`config.mk`:
```
export PLATFORM = sky130hd
export DESIGN_NAME = multicycle_control
export DESIGN_NICKNAME = d
export VERILOG_FILES = /design/src/rtl/mc_pkg.sv /design/src/rtl/mc_outdec.sv /design/src/rtl/multicycle_control.sv
export SDC_FILE = /design/constraint.sdc
export NUM_CORES = 1
export LEC_CHECK = 0
export CAP_MARGIN = 40
export CORE_MARGIN = 3
export CORE_UTILIZATION = 33
export DETAILED_ROUTE_END_ITERATION = 16
export GPL_ROUTABILITY_DRIVEN = 0
export PLACE_DENSITY = 0.73
export SLEW_MARGIN = 25
export SYNTH_ARGS = -nofsm -noshare
export SYNTH_HDL_FRONTEND = slang
export SYNTH_SLANG_ARGS = --single-unit
```
`constraint.sdc`:
```
create_clock -name clk -period 1.4 [get_ports clk]
set_clock_uncertainty 0.2 [all_clocks]
set_input_delay 0.28 -clock clk [delete_from_list [all_inputs] [get_ports clk]]
set_output_delay 0.28 -clock clk [all_outputs]
set_load 0.005 [all_outputs]
```
`src/rtl/mc_pkg.sv`:
```
// Shared definitions for the multicycle controller: state codes, opcodes,
// ALU operation codes and the packed control-output bundle.
package mc_pkg;

  typedef enum logic [3:0] {
    S_FETCH   = 4'd0,
    S_DECODE  = 4'd1,
    S_MEMADR  = 4'd2,
    S_MEMRD   = 4'd3,
    S_MEMWB   = 4'd4,
    S_MEMWR   = 4'd5,
    S_EXECUTE = 4'd6,
    S_ALUWB   = 4'd7,
    S_BRANCH  = 4'd8,
    S_ADDIEX  = 4'd9,
    S_ADDIWB  = 4'd10,
    S_JUMP    = 4'd11
  } state_t;

  localparam logic [5:0] OP_RTYPE = 6'b000000;
  localparam logic [5:0] OP_LW    = 6'b100011;
  localparam logic [5:0] OP_SW    = 6'b101011;
  localparam logic [5:0] OP_BEQ   = 6'b000100;
  localparam logic [5:0] OP_ADDI  = 6'b001000;
  localparam logic [5:0] OP_J     = 6'b000010;

  localparam logic [1:0] ALUOP_ADD   = 2'b00;
  localparam logic [1:0] ALUOP_SUB   = 2'b01;
  localparam logic [1:0] ALUOP_FUNCT = 2'b10;

  localparam logic [1:0] SRCB_REG  = 2'b00;
  localparam logic [1:0] SRCB_FOUR = 2'b01;
  localparam logic [1:0] SRCB_IMM  = 2'b10;
  localparam logic [1:0] SRCB_IMM2 = 2'b11;

  localparam logic [1:0] PCSRC_ALU  = 2'b00;
  localparam logic [1:0] PCSRC_OUT  = 2'b01;
  localparam logic [1:0] PCSRC_JUMP = 2'b10;

  typedef struct packed {
    logic       PCWrite;
    logic       Branch;
    logic       IorD;
    logic       MemRead;
    logic       MemWrite;
    logic       IRWrite;
    logic       RegDst;
    logic       MemtoReg;
    logic       RegWrite;
    logic       ALUSrcA;
    logic [1:0] ALUSrcB;
    logic [1:0] PCSrc;
    logic [1:0] ALUOp;
    logic       InstrDone;
    logic       IllegalOp;
  } ctrl_t;

  function automatic logic op_legal(input logic [5:0] op);
    return (op == OP_RTYPE) || (op == OP_LW) || (op == OP_SW) ||
           (op == OP_BEQ) || (op == OP_ADDI) || (op == OP_J);
  endfunction

endpackage

```
`src/rtl/mc_outdec.sv`:
```
// State-to-control decode. Purely combinational; takes the raw 4-bit state
// code so the unused codes 12-15 decode to all-zero outputs.
module mc_outdec
  import mc_pkg::*;
(
  input  logic [3:0] state,
  input  logic [5:0] Op,
  input  logic       MemReady,
  output ctrl_t      ctrl
);

  // Every field defaults to zero; each state raises only what it needs.
  always_comb begin
    ctrl = '0;
    case (state)
      S_FETCH: begin
        ctrl.MemRead = 1'b1;
        ctrl.ALUSrcB = SRCB_FOUR;
        ctrl.IRWrite = MemReady;
        ctrl.PCWrite = MemReady;
      end
      S_DECODE: begin
        ctrl.ALUSrcB = SRCB_IMM2;
        if (!op_legal(Op)) begin
          ctrl.IllegalOp = 1'b1;
          ctrl.InstrDone = 1'b1;
        end
      end
      S_MEMADR, S_ADDIEX: begin
        ctrl.ALUSrcA = 1'b1;
        ctrl.ALUSrcB = SRCB_IMM;
      end
      S_MEMRD: begin
        ctrl.MemRead = 1'b1;
        ctrl.IorD    = 1'b1;
      end
      S_MEMWB: begin
        ctrl.MemtoReg  = 1'b1;
        ctrl.RegWrite  = 1'b1;
        ctrl.InstrDone = 1'b1;
      end
      S_MEMWR: begin
        ctrl.IorD      = 1'b1;
        ctrl.MemWrite  = 1'b1;
        ctrl.InstrDone = MemReady;
      end
      S_EXECUTE: begin
        ctrl.ALUSrcA = 1'b1;
        ctrl.ALUOp   = ALUOP_FUNCT;
      end
      S_ALUWB: begin
        ctrl.RegDst    = 1'b1;
        ctrl.RegWrite  = 1'b1;
        ctrl.InstrDone = 1'b1;
      end
      S_BRANCH: begin
        ctrl.ALUSrcA   = 1'b1;
        ctrl.ALUOp     = ALUOP_SUB;
        ctrl.PCSrc     = PCSRC_OUT;
        ctrl.Branch    = 1'b1;
        ctrl.InstrDone = 1'b1;
      end
      S_ADDIWB: begin
        ctrl.RegWrite  = 1'b1;
        ctrl.InstrDone = 1'b1;
      end
      S_JUMP: begin
        ctrl.PCSrc     = PCSRC_JUMP;
        ctrl.PCWrite   = 1'b1;
        ctrl.InstrDone = 1'b1;
      end
      default: ctrl = '0;
    endcase
  end

endmodule

```
`src/rtl/multicycle_control.sv`:
```
// Multicycle MIPS-style controller: state register and next-state logic.
// Output decode lives in mc_outdec.
module multicycle_control
  import mc_pkg::*;
(
  input  logic       clk,
  input  logic       rst_n,
  input  logic [5:0] Op,
  input  logic       MemReady,
  output logic [1:0] ALUOp,
  output logic       PCWrite,
  output logic       Branch,
  output logic       IorD,
  output logic       MemRead,
  output logic       MemWrite,
  output logic       IRWrite,
  output logic       RegDst,
  output logic       MemtoReg,
  output logic       RegWrite,
  output logic       ALUSrcA,
  output logic [1:0] ALUSrcB,
  output logic [1:0] PCSrc,
  output logic       InstrDone,
  output logic       IllegalOp,
  output logic [3:0] State
);

  state_t state, state_nx;
  ctrl_t  ctrl;

  // State register; reset forces FETCH immediately, aborting any access.
  always_ff @(posedge clk or negedge rst_n) begin
    if (!rst_n) state <= S_FETCH;
    else        state <= state_nx;
  end

  // Next-state; memory states hold until MemReady with no bound.
  always_comb begin
    state_nx = S_FETCH;
    case (state)
      S_FETCH:   state_nx = MemReady ? S_DECODE : S_FETCH;
      S_DECODE: begin
        case (Op)
          OP_LW, OP_SW: state_nx = S_MEMADR;
          OP_RTYPE:     state_nx = S_EXECUTE;
          OP_BEQ:       state_nx = S_BRANCH;
          OP_ADDI:      state_nx = S_ADDIEX;
          OP_J:         state_nx = S_JUMP;
          default:      state_nx = S_FETCH;
        endcase
      end
      S_MEMADR:  state_nx = (Op == OP_SW) ? S_MEMWR : S_MEMRD;
      S_MEMRD:   state_nx = MemReady ? S_MEMWB : S_MEMRD;
      S_MEMWB:   state_nx = S_FETCH;
      S_MEMWR:   state_nx = MemReady ? S_FETCH : S_MEMWR;
      S_EXECUTE: state_nx = S_ALUWB;
      S_ALUWB:   state_nx = S_FETCH;
      S_BRANCH:  state_nx = S_FETCH;
      S_ADDIEX:  state_nx = S_ADDIWB;
      S_ADDIWB:  state_nx = S_FETCH;
      S_JUMP:    state_nx = S_FETCH;
      default:   state_nx = S_FETCH;
    endcase
  end

  mc_outdec u_outdec (
    .state    (state),
    .Op       (Op),
    .MemReady (MemReady),
    .ctrl     (ctrl)
  );

  assign State     = state;
  assign ALUOp     = ctrl.ALUOp;
  assign PCWrite   = ctrl.PCWrite;
  assign Branch    = ctrl.Branch;
  assign IorD      = ctrl.IorD;
  assign MemRead   = ctrl.MemRead;
  assign MemWrite  = ctrl.MemWrite;
  assign IRWrite   = ctrl.IRWrite;
  assign RegDst    = ctrl.RegDst;
  assign MemtoReg  = ctrl.MemtoReg;
  assign RegWrite  = ctrl.RegWrite;
  assign ALUSrcA   = ctrl.ALUSrcA;
  assign ALUSrcB   = ctrl.ALUSrcB;
  assign PCSrc     = ctrl.PCSrc;
  assign InstrDone = ctrl.InstrDone;
  assign IllegalOp = ctrl.IllegalOp;

endmodule

```
-- Yosys cells after proc, flatten, opt, wreduce, memory -nomap -nowiden
Index checks and enable logic that the tools add are counted.
- add/sub/neg operators: 0
- $mul: 0
- divide/modulo/power cells: 0
- magnitude comparators: 0
- eq/ne operators: 16
- shift-type cells: 0
- multiplexer cells: 22
- bitwise operators: 0
- reduce and logical (&&, ||, !) cells: 14
- operators by type and width (kind ; count):
    $pmux 4 s7 ; 1
    $pmux 4 s5 ; 1
    $eq 4x3->1 const B ; 4
    $eq 4x4->1 const B ; 4
    $eq 6x6->1 const B ; 2
    $mux 1 ; 11
    $mux 3 ; 3
    $eq 4x2->1 const B ; 2
    $pmux 2 s2 ; 2
    $reduce_or 2->1 ; 4
    $eq 6x2->1 const B ; 1
    $eq 6x3->1 const B ; 1
    $eq 6x4->1 const B ; 1
    $logic_not 6->1 ; 1
    $pmux 2 s3 ; 1
    $logic_or 1x1->1 ; 5
    $reduce_or 5->1 ; 1
    $eq 4x1->1 const B ; 1
    $logic_not 4->1 ; 1
    $reduce_or 4->1 ; 1
    $pmux 1 s3 ; 1
    $reduce_or 3->1 ; 1
    $mux 2 ; 1
    $pmux 1 s2 ; 1
- register bits: 4
- bits in latches: 0
- RAM bits: 0
- ROM bits: 0
- input bits: 9
- output and inout port bits: 22
- logic and storage cells: 53
- memories kept: 0

-- Longest topological paths before layout
Gate-level depths: netlist of run 1.
- depth in word-level cells: 8
- depth in mapped cells: 5
- depth with buffers taken out: 4

-- Cells and area by module
A second synthesis of run 1 with hierarchy kept.
- cells, all modules: 79
- area total of the unflattened synthesis: 570.5 um2
- modules (own cells, without submodules) (module ; times used ; cells an instance ; area each (um2) ; sequential area each (um2)):
    multicycle_control ; 1 ; 40 ; 332.8 ; 100.1
    mc_outdec ; 1 ; 39 ; 237.7 ; 0.0

-- Worst setup path after synthesis of run 1
No wires, ideal clock.
- path type: register to output
- from: register state[2], in the netlist State[2]
- to: output port RegWrite
- data arrival time: 1.168 ns
- required time: 0.920 ns
- setup slack: -0.248 ns
- cell stages (with the launch flop): 6
- buffers on the path: 1
- cells stage by stage: dfrtp_1 clkbuf_8 inv_1 nand2_1 mux2_2 o22ai_1
- word-level cells in the longest chain between the ends: 3
- elaborated cells between the ends (all ways): 5
- those cells by class: eq/ne: 3; mux: 1; reduce/logical: 1
- RTL lines (item ; RTL line ; RTL):
    start: declaration ; multicycle_control.sv:28 ; state_t state, state_nx;
    start signal: assignment ; multicycle_control.sv:34 ; else state <= state_nx;
    $eq 4x3->1 / $eq 4x4->1 (equally long branches) ; mc_outdec.sv:15 ; case (state)
    $reduce_or 3->1 (no source line) * ; -- ;
    $mux 1 * ; mc_outdec.sv:15 ;
    end: declaration ; multicycle_control.sv:19 ; output logic RegWrite,
Every way passes the cells marked *; elsewhere a longest branch is shown, timed or not.

-- Final worst setup path of run 1
- from: register state[2], in the netlist State[2]
- to: output port InstrDone
- word-level cells in the longest chain between the ends: 3
- elaborated cells between the ends (all ways): 9
- those cells by class: eq/ne: 7; mux: 1; reduce/logical: 1
- RTL lines (item ; RTL line ; RTL):
    $eq 4x3->1 / $eq 4x4->1 (equally long branches) ; mc_outdec.sv:15 ;
    $reduce_or 5->1 (no source line) ; -- ;
    $pmux 1 s3 * ; mc_outdec.sv:15 ;
    end: declaration ; multicycle_control.sv:23 ; output logic InstrDone,
Marked as above.

==> results.yml, run 1 <==
worst_setup_path:
  r2r_setup_slack_ps: -410
  critPathTopFamily: "flip-flops"
  arrival_ps: 1520
  cp_max_fo: 4
  path_class: "flip-flop to output pin"
  timing.rr.end: "State[2]"
  cp-start-kind: "flip-flop"
  crit_slowest_cell: "dfrtp_2"
  critPathRequiredTime_ps: 920
  cp-startpoint: "State[2]"
  crit_buf_inv: 2
  worstRegToRegCells: 6
  cp_cell_sequence: "buf_6 > nor2_4 > and4_4 > o21bai_1 > buf_2"
  end_kind: "output pin"
  rr_startpoint: "State[2]"
  critical_path.max_stage_delay_ps: 470
flow_run:
  drv_cap: 0
clock_network:
  cts_root_buf: "clkbuf_4"
  cts_tree: "yes"
  cts_buffers: 3
  cts_max_path_buffers: 2
  path_clk_slew_ps: 60
  htreeDepth: 1
  holdBufCountCts: 0
  clock_sinks: 4
  clk_latency_ps: 270
power_and_ir_drop:
  power.switching_w: 0.0009776
  p_leak_nw: 0.6880
  netSwitchingFraction_pct: 42.94
  power_frac_comb_pct: 81.7
  peakVddDrop_mv: 1.139
  total_power_w: 0.002277
  p_per_area_mw_per_mm2: 1592
  seqPwrFrac_pct: 10.3
  clockPowerShare_pct: 7.9
  p_int_w: 0.001299
timing:
  slew_viol_final: 0
  finalCriticalPeriod_ps: 1995
  maxSlewHeadroom_pct: 78.55
  setup_viol_count_final: 26
  fin_ws_ps: -595.3
  fmax_mhz: 501.2
  period_share_pct: 142.5
  worstMarginPinSlew_ps: 319.9
  hold_viol: 0
  rsz0062_at_grt: "true"
yosys:
  ys_warn_count: 0
  avgSynthCellArea_um2: 7.277
  ys_seq_elements: 4
  synth_edf_count: 0
  synthesis.instances: 76
  syn-cell-area_um2: 553.0
  synth-async-reset-ratio_pct: 100.0
  synth_cell_types: 38
  ys.flop_type: "dfrtp_1"
  synth_seq_area_share_pct: 18.10
  syn_nets: 85
placement:
  io_buffers: 30
  hpwl_um: 1720
floorplanning:
  fp.dieW_um: 46.94
  placementRows: 14
  start_util_pct: 35.88
  pin_count: 31
  core_mm2: 0.001541
  die_h_um: 46.94
  die_area_mm2: 0.002203
routing:
  first_pass_iters: 4
  drt_iter0_drc: 59
  drcViolationCount: 0
  vias: 1056
  finalWirelength_um: 3992
  wire_per_inst_um: 23.21
  ant_nets: 0
  vias_per_cell: 6.140
global_routing:
  grt_max_degree: 9
  track_usage_pct: 32.63
  grt_pass1_vias: 993
  grt.overflow.total: 0
  antenna_found_initial: 0
  grt_pass1_wl_um: 4899
cells_and_area:
  final_core_util_pct: 92.78
  ff_latch_area_um2: 105.1
  fillers: 59
  area_growth_syn_to_layout_pct: 158.6
  final_common_cell: "buf_4"
  multiInputGateArea_um2: 548.0
  mostFrequentLayoutCells: "buf_4, buf_6, buf_2, nor2_1, dlygate4sd2_1"
  antenna_cells: 0
  largest_reg_flops: 4
  drive_above_1_share_pct: 73.08
  nets: 167
status:
  violations: "setup timing"
  status: "finished, violations left"
hold_path:
  hp-class: "input pin to async pin"
[power by group through the flow]
stage                     clock, W  sequential (W)  combinational (W)
after global routing      0.000179        0.000234            0.00193
final                     0.000181        0.000235            0.00186
after global placement           0        0.000221            0.00131
after detailed placement         0        0.000222            0.00132
after CTS                 0.000148        0.000220            0.00156
after floorplan                  0        0.000193           0.000608
[worst max path at each step]
stage	to	slack (ps)	depth (start not counted)
2_1_floorplan	RegWrite	-140	4
3_3_place_gp	InstrDone	-1040	6
3_5_place_dp	InstrDone	-1080	6
4_1_cts	PCWrite	-480	6
5_1_grt	InstrDone	-630	6
6_report	InstrDone	-600	5
[what timing repair did]
item | 4_1_cts | 5_1_grt
resized for setup | 133 | 22
buffers inserted | 17 | 5
pin swaps | 16 | 11
endpoints found under the setup margin | 26 | 26
cloned | 0 | 0
[final cells by class]
class                           instances  share of cell area (%)
Clock buffer                            3                   1.575
Multi-Input combinational cell         63                   38.32
Tap cell                               16                   1.400
Sequential cell                         4                   7.349
Inverter                                3                   1.137
Timing Repair Buffer                   83                   50.22
[routing by layer]
layer / part of all wire (%) / global-route usage [%] / routed length (um)
met1: 36 / 35.55 / 1431
met2: 50 / 57.99 / 2000
met3: 6.8 / 7.663 / 273
met4: 7.2 / 17.13 / 287
met5: 0 / 0 / 0
[Yosys cell counts (all sizes together) (2+ instances only)]
| library cell | number | area (um2) |
|---|---|---|
| a31oi | 2 | 12.51 |
| a21oi | 4 | 20.02 |
| nor2 | 9 | 33.78 |
| dfrtp | 4 | 100.1 |
| o211ai | 2 | 15.01 |
| nand2b | 2 | 15.02 |
| and2b | 2 | 17.52 |
| o21ai | 6 | 30.02 |
| or2b | 2 | 16.27 |
| inv | 3 | 11.26 |
| nor3 | 7 | 35.03 |
| xor2 | 3 | 26.28 |
| buf | 3 | 17.52 |
| nand2 | 3 | 11.26 |
| nor4b | 2 | 17.52 |
| o22ai | 2 | 12.51 |
| clkbuf | 3 | 22.51 |
| o21a | 2 | 15.01 |
| and3 | 3 | 20.02 |
[cell families after synthesis]
kind of cell	Yosys count	synth area share, %
AOI/OAI and AO/OA	23	26.24
and+or+nand+nor	36	39.59
DFF	4	18.10
buffers and inverters	9	9.274
xor gates and xnor gates	3	4.752
muxes	1	2.036
[metrics by stage]
step                      hold slack (ps)  TNS, ps  area, um2  instances  setup slack (ps)
final                               27.23   -10710       1430        172            -595.3
after global routing                44.01   -10860       1430        172            -625.8
after CTS                           44.52    -8289       1341        168            -476.5
after detailed placement            297.2   -13960       1144        149             -1082
after global placement              285.8   -13500       1144        149             -1044
after floorplan                    -215.6   -658.5      625.6         76            -139.1
No activity file was read; power rests on OpenSTA's default activity.
==> inputs of run 2 (changes only) <==
--- a/config.mk
+++ b/config.mk
@@ -15,3 +15,4 @@
 export SYNTH_ARGS = -nofsm -noshare
 export SYNTH_HDL_FRONTEND = slang
 export SYNTH_SLANG_ARGS = --single-unit
+export TNS_END_PERCENT = 5
==> run 2 against run 1 <==
  * The flow still finishes with violations (setup timing)
  * Largest power group unchanged
  * Critical path depth is the same
  * Clock power shrank 22%
  * Non-clock buffer count shrank 6
  * First-iteration DRC count shrank 73%
  * Critical endpoint unchanged
==> results.yml, run 2 (synthesis gave the netlist of run 1 again) <==
status:
  status: "finished, violations left"
  violations: "setup timing"
timing:
  period_share_pct: 138.0
  worstMarginPinSlew_ps: 303.5
  setup_viol_count_final: 26
  hold_ws_ps: 49.11
  slew_viol_final: 0
  fin_ws_ps: -531.7
  fmax_mhz: 517.7
  maxSlewHeadroom_pct: 79.60
  hold_viol: 0
  finalCriticalPeriod_ps: 1932
  rsz0062_at_grt: "true"
floorplanning:
  die_h_um: 46.94
  start_util_pct: 35.88
  die_area_mm2: 0.002203
  core_mm2: 0.001541
  pin_count: 31
  fp.dieW_um: 46.94
  placementRows: 14
cells_and_area:
  nets: 161
  drive_above_1_share_pct: 72.67
  mostFrequentLayoutCells: "buf_4, buf_2, buf_6, clkbuf_2, nor2_1"
  antenna_cells: 0
  area_growth_syn_to_layout_pct: 135.5
  largest_reg_flops: 4
  final_common_cell: "buf_4"
placement:
  pre_cts_ws_ps: -1106
  io_buffers: 30
  hpwl_um: 1633
worst_setup_path:
  path_class: "flip-flop to output pin"
  cp-start-kind: "flip-flop"
  critPathTopFamily: "flip-flops"
  arrival_ps: 1450
  crit_slowest_cell: "dfrtp_2"
  cp-startpoint: "State[1]"
  critical_path.max_stage_delay_ps: 440
  cp_cell_sequence: "buf_6 > or2b_4 > a21oi_2 > o21bai_1 > buf_2"
  end_kind: "output pin"
  cp_max_fo: 6
  r2r_setup_slack_ps: -260
  critPathRequiredTime_ps: 920
  crit_buf_inv: 2
  rr_startpoint: "State[0]"
routing:
  vias_per_cell: 5.536
  wire_per_inst_um: 17.17
  ant_nets: 0
  drt_iter0_drc: 16
  vias: 919
  finalWirelength_um: 2851
  first_pass_iters: 4
  drcViolationCount: 0
global_routing:
  grt_pass1_vias: 911
  track_usage_pct: 25.68
  grt_pass1_wl_um: 3981
  grt.overflow.total: 0
  antenna_found_initial: 0
  grt_max_degree: 9
clock_network:
  cts_root_buf: "clkbuf_4"
  cts_tree: "yes"
  clk_latency_ps: 230
  htreeDepth: 1
  cts_max_path_buffers: 2
  clock_sinks: 4
  path_clk_slew_ps: 40
  cts_buffers: 3
power_and_ir_drop:
  p_leak_nw: 0.6462
  p_per_area_mw_per_mm2: 1525
  peakVddDrop_mv: 1.401
hold_path:
  hp-class: "input pin to async pin"
flow_run:
  drv_cap: 0
[run 2: per-layer routing]
| metal | wire (um) | GRT usage [%] |
|---|---|---|
| met5 | 0 | 0 |
| met4 | 72 | 4.420 |
| met3 | 187 | 4.598 |
| met2 | 1555 | 50.14 |
| met1 | 1035 | 28.77 |
[run 2: power breakdown]
group	total (W)	internal, W	switching (W)
Sequential	0.000217	0.000156	0.0000608
Clock	0.000142	0.0000958	0.0000460
Combinational	0.00163	0.000915	0.000713
[run 2: path summary, 6_finish.rpt]
path | endpoint | cells past startpoint
setup / recovery | InstrDone | 5
hold / removal | State[0] | 1
setup reg to reg | State[1] | 8
hold reg to reg | State[2] | 3
max in group asynchronous | State[2] | 1
min in group clk | State[3] | 6
[run 2: repair_timing]
item / CTS / global route
gates resized for setup: 107 / 25
setup buffers: 10 / 4
endpoints found under the hold margin: 0 / 0
pin swaps: 11 / 7
hold buffers: 0 / 0
setup endpoints to repair: 26 / 26
[run 2: per-stage QoR]
| stage | cells | setup TNS, ps | power (W) | utilization (%) | instance area [um2] |
|---|---|---|---|---|---|
| floorplan | 76 | -678.0 | 0.0007882 | - | 620.6 |
| global placement | 149 | -13140 | 0.001526 | 73.86 | 1139 |
| detailed placement | 149 | -13660 | 0.001542 | 73.86 | 1139 |
| CTS | 162 | -8870 | 0.001807 | 83.12 | 1281 |
| global route | 166 | -9785 | 0.002115 | 84.50 | 1303 |
| finish | 166 | -8450 | 0.001987 | 84.50 | 1303 |
[run 2: layout make-up]
class	instances	area, um2
clock buffers	3	22.52
fillers	93	239.0
inverters	3	16.27
multi-input cells	63	534.3
flip-flops and latches	4	105.1
well taps	16	20.02
repair buffers	77	604.3
==> inputs of run 3 (changes only) <==
--- a/config.mk
+++ b/config.mk
@@ -5,11 +5,11 @@
 export SDC_FILE = /design/constraint.sdc
 export NUM_CORES = 1
 export LEC_CHECK = 0
-export CAP_MARGIN = 40
 export CORE_MARGIN = 3
 export CORE_UTILIZATION = 33
 export DETAILED_ROUTE_END_ITERATION = 16
 export GPL_ROUTABILITY_DRIVEN = 0
+export HOLD_SLACK_MARGIN = 0.06
 export PLACE_DENSITY = 0.73
 export SLEW_MARGIN = 25
 export SYNTH_ARGS = -nofsm -noshare
==> run 3 against run 2 <==
  * The run still ends with setup timing left
  * Sequential cell count unchanged
  * Cell area rose by 1.5%
  * Fmax about the same
  * Register-to-register slack got worse by 30 ps
  * Sequential share of layout area down 0.12 points
  * Critical path type unchanged
  * Largest cell class unchanged
  * Highest routed layer unchanged
==> results.yml, run 3 (synthesis gave the netlist of run 1 again) <==
timing:
  period_share_pct: 138.1
  fin_ws_ps: -533.1
  finalCriticalPeriod_ps: 1933
  hold_viol: 0
  fmax_mhz: 517.3
  slew_viol_final: 0
  rsz0062_at_grt: "true"
  worstMarginPinSlew_ps: 336.6
  setup_viol_count_final: 26
  maxSlewHeadroom_pct: 77.37
  hold_ws_ps: 452.1
clock_network:
  htreeDepth: 1
  cts_root_buf: "clkbuf_4"
  cts_buffers: 3
  cts_max_path_buffers: 2
  cts_tree: "yes"
  clk_latency_ps: 250
  clock_sinks: 4
  path_clk_slew_ps: 50
hold_path:
  hold-path-cell-count: 6
  hp-class: "input pin to flip-flop"
  worstHoldStart: "Op[0]"
  hold_end: "State[3]"
worst_setup_path:
  critPathTopFamily: "flip-flops"
  critPathRequiredTime_ps: 920
  end_kind: "output pin"
  cp-start-kind: "flip-flop"
  timing.rr.end: "State[0]"
  critical_path.max_stage_delay_ps: 440
  rr_startpoint: "State[1]"
  arrival_ps: 1450
  cp_max_fo: 4
  crit_buf_inv: 2
  r2r_setup_slack_ps: -290
  worstRegToRegCells: 6
  crit_slowest_cell: "dfrtp_2"
  cp_cell_sequence: "buf_6 > and2b_2 > and4_4 > o21bai_1 > buf_2"
  path_class: "flip-flop to output pin"
global_routing:
  track_usage_pct: 25.91
  grt_pass1_vias: 903
  antenna_found_initial: 0
  grt.overflow.total: 0
  grt_max_degree: 9
  grt_pass1_wl_um: 4029
power_and_ir_drop:
  p_leak_nw: 0.6493
  p_per_area_mw_per_mm2: 1525
  peakVddDrop_mv: 1.375
routing:
  first_pass_iters: 4
  finalWirelength_um: 2892
  vias_per_cell: 5.641
  drt_iter0_drc: 10
  wire_per_inst_um: 17.32
  ant_nets: 0
  drcViolationCount: 0
  vias: 942
flow_run:
  drv_cap: 0
floorplanning:
  placementRows: 14
  start_util_pct: 35.88
  core_mm2: 0.001541
  die_h_um: 46.94
  pin_count: 31
  fp.dieW_um: 46.94
  die_area_mm2: 0.002203
placement:
  hpwl_um: 1633
  io_buffers: 30
  dpl_cell_area_mm2: 0.001139
status:
  status: "finished, violations left"
  violations: "setup timing"
cells_and_area:
  area_growth_syn_to_layout_pct: 139.1
  drive_above_1_share_pct: 72.19
  antenna_cells: 0
  final_common_cell: "buf_4"
  nets: 162
  fin_area_mm2: 0.001323
  largest_reg_flops: 4
  mostFrequentLayoutCells: "buf_4, buf_6, buf_2, clkbuf_2, nor2_1"
run 3: cell types whose count changed in the layout (fill, tap and decap cells not counted), sizes merged:
| cell | previous run | this run |
|---|---|---|
| buf | 60 | 59 |
| dlygate4sd3 | 0 | 1 |
| clkdlybuf4s15 | 3 | 4 |
run 3: cell type report:
type                       instances  area, um2
inverter                           3      16.27
fill                              88      219.0
tap                               16      20.02
clock buffer                       3      22.52
multi-input combinational         63      534.3
sequential                         4      105.1
timing repair buffer              78      624.3
run 3: metrics by stage:
step	setup WS, ps	power (W)	setup TNS (ps)	utilization [%]	cells
detailed placement	-1106	0.001542	-13660	73.86	149
finish	-533.1	0.002017	-8907	85.80	167
global placement	-1046	0.001526	-13140	73.86	149
floorplan	-139.1	0.0007882	-678.0	-	76
CTS	-487.0	0.001809	-8870	83.77	163
global route	-586.3	0.002147	-10390	85.80	167
run 3: power breakdown:
group	internal, W	switching, W	leakage [nW]
combinational	0.000926	0.000718	0.588
clock	0.0000968	0.0000600	0.0138
sequential	0.000156	0.0000614	0.0476
run 3: repair_timing:
action / in CTS / in global routing
pin swaps: 11 / 7
hold endpoints to repair: 4 / 0
gates resized for setup: 107 / 25
setup buffers: 10 / 4
setup endpoints to repair: 26 / 26
hold buffers: 1 / 0
run 3: metal layers:
| metal | global-route usage [%] | part of all wire, % | wire length [um] | up-vias |
|---|---|---|---|---|
| met4 | 7.735 | 4.7 | 136 | 0 |
| met1 | 29.45 | 37 | 1077 | 448 |
| met2 | 48.24 | 52 | 1514 | 44 |
| met3 | 4.981 | 5.7 | 165 | 14 |
| li1 | - | - | - | 436 |
| met5 | 0 | 0 | 0 | - |
run 3: worst max-delay path by stage:
| stage | slack [ps] | start | end | cells past startpoint |
|---|---|---|---|---|
| 2_1_floorplan | -140 | State[3] | RegWrite | 4 |
| 3_3_place_gp | -1050 | Op[3] | InstrDone | 6 |
| 3_5_place_dp | -1110 | Op[3] | InstrDone | 6 |
| 4_1_cts | -490 | State[1] | InstrDone | 5 |
| 5_1_grt | -590 | State[1] | IRWrite | 4 |
| 6_report | -530 | State[0] | InstrDone | 5 |
run 3: worst reg2reg max path: cells and delay by family (launching register included):
family / cells / cell delay, ps
DFF: 1 / 450
buffers and inverters: 3 / 430
and+or+nand+nor: 1 / 270
AOI/OAI and AO/OA: 2 / 270
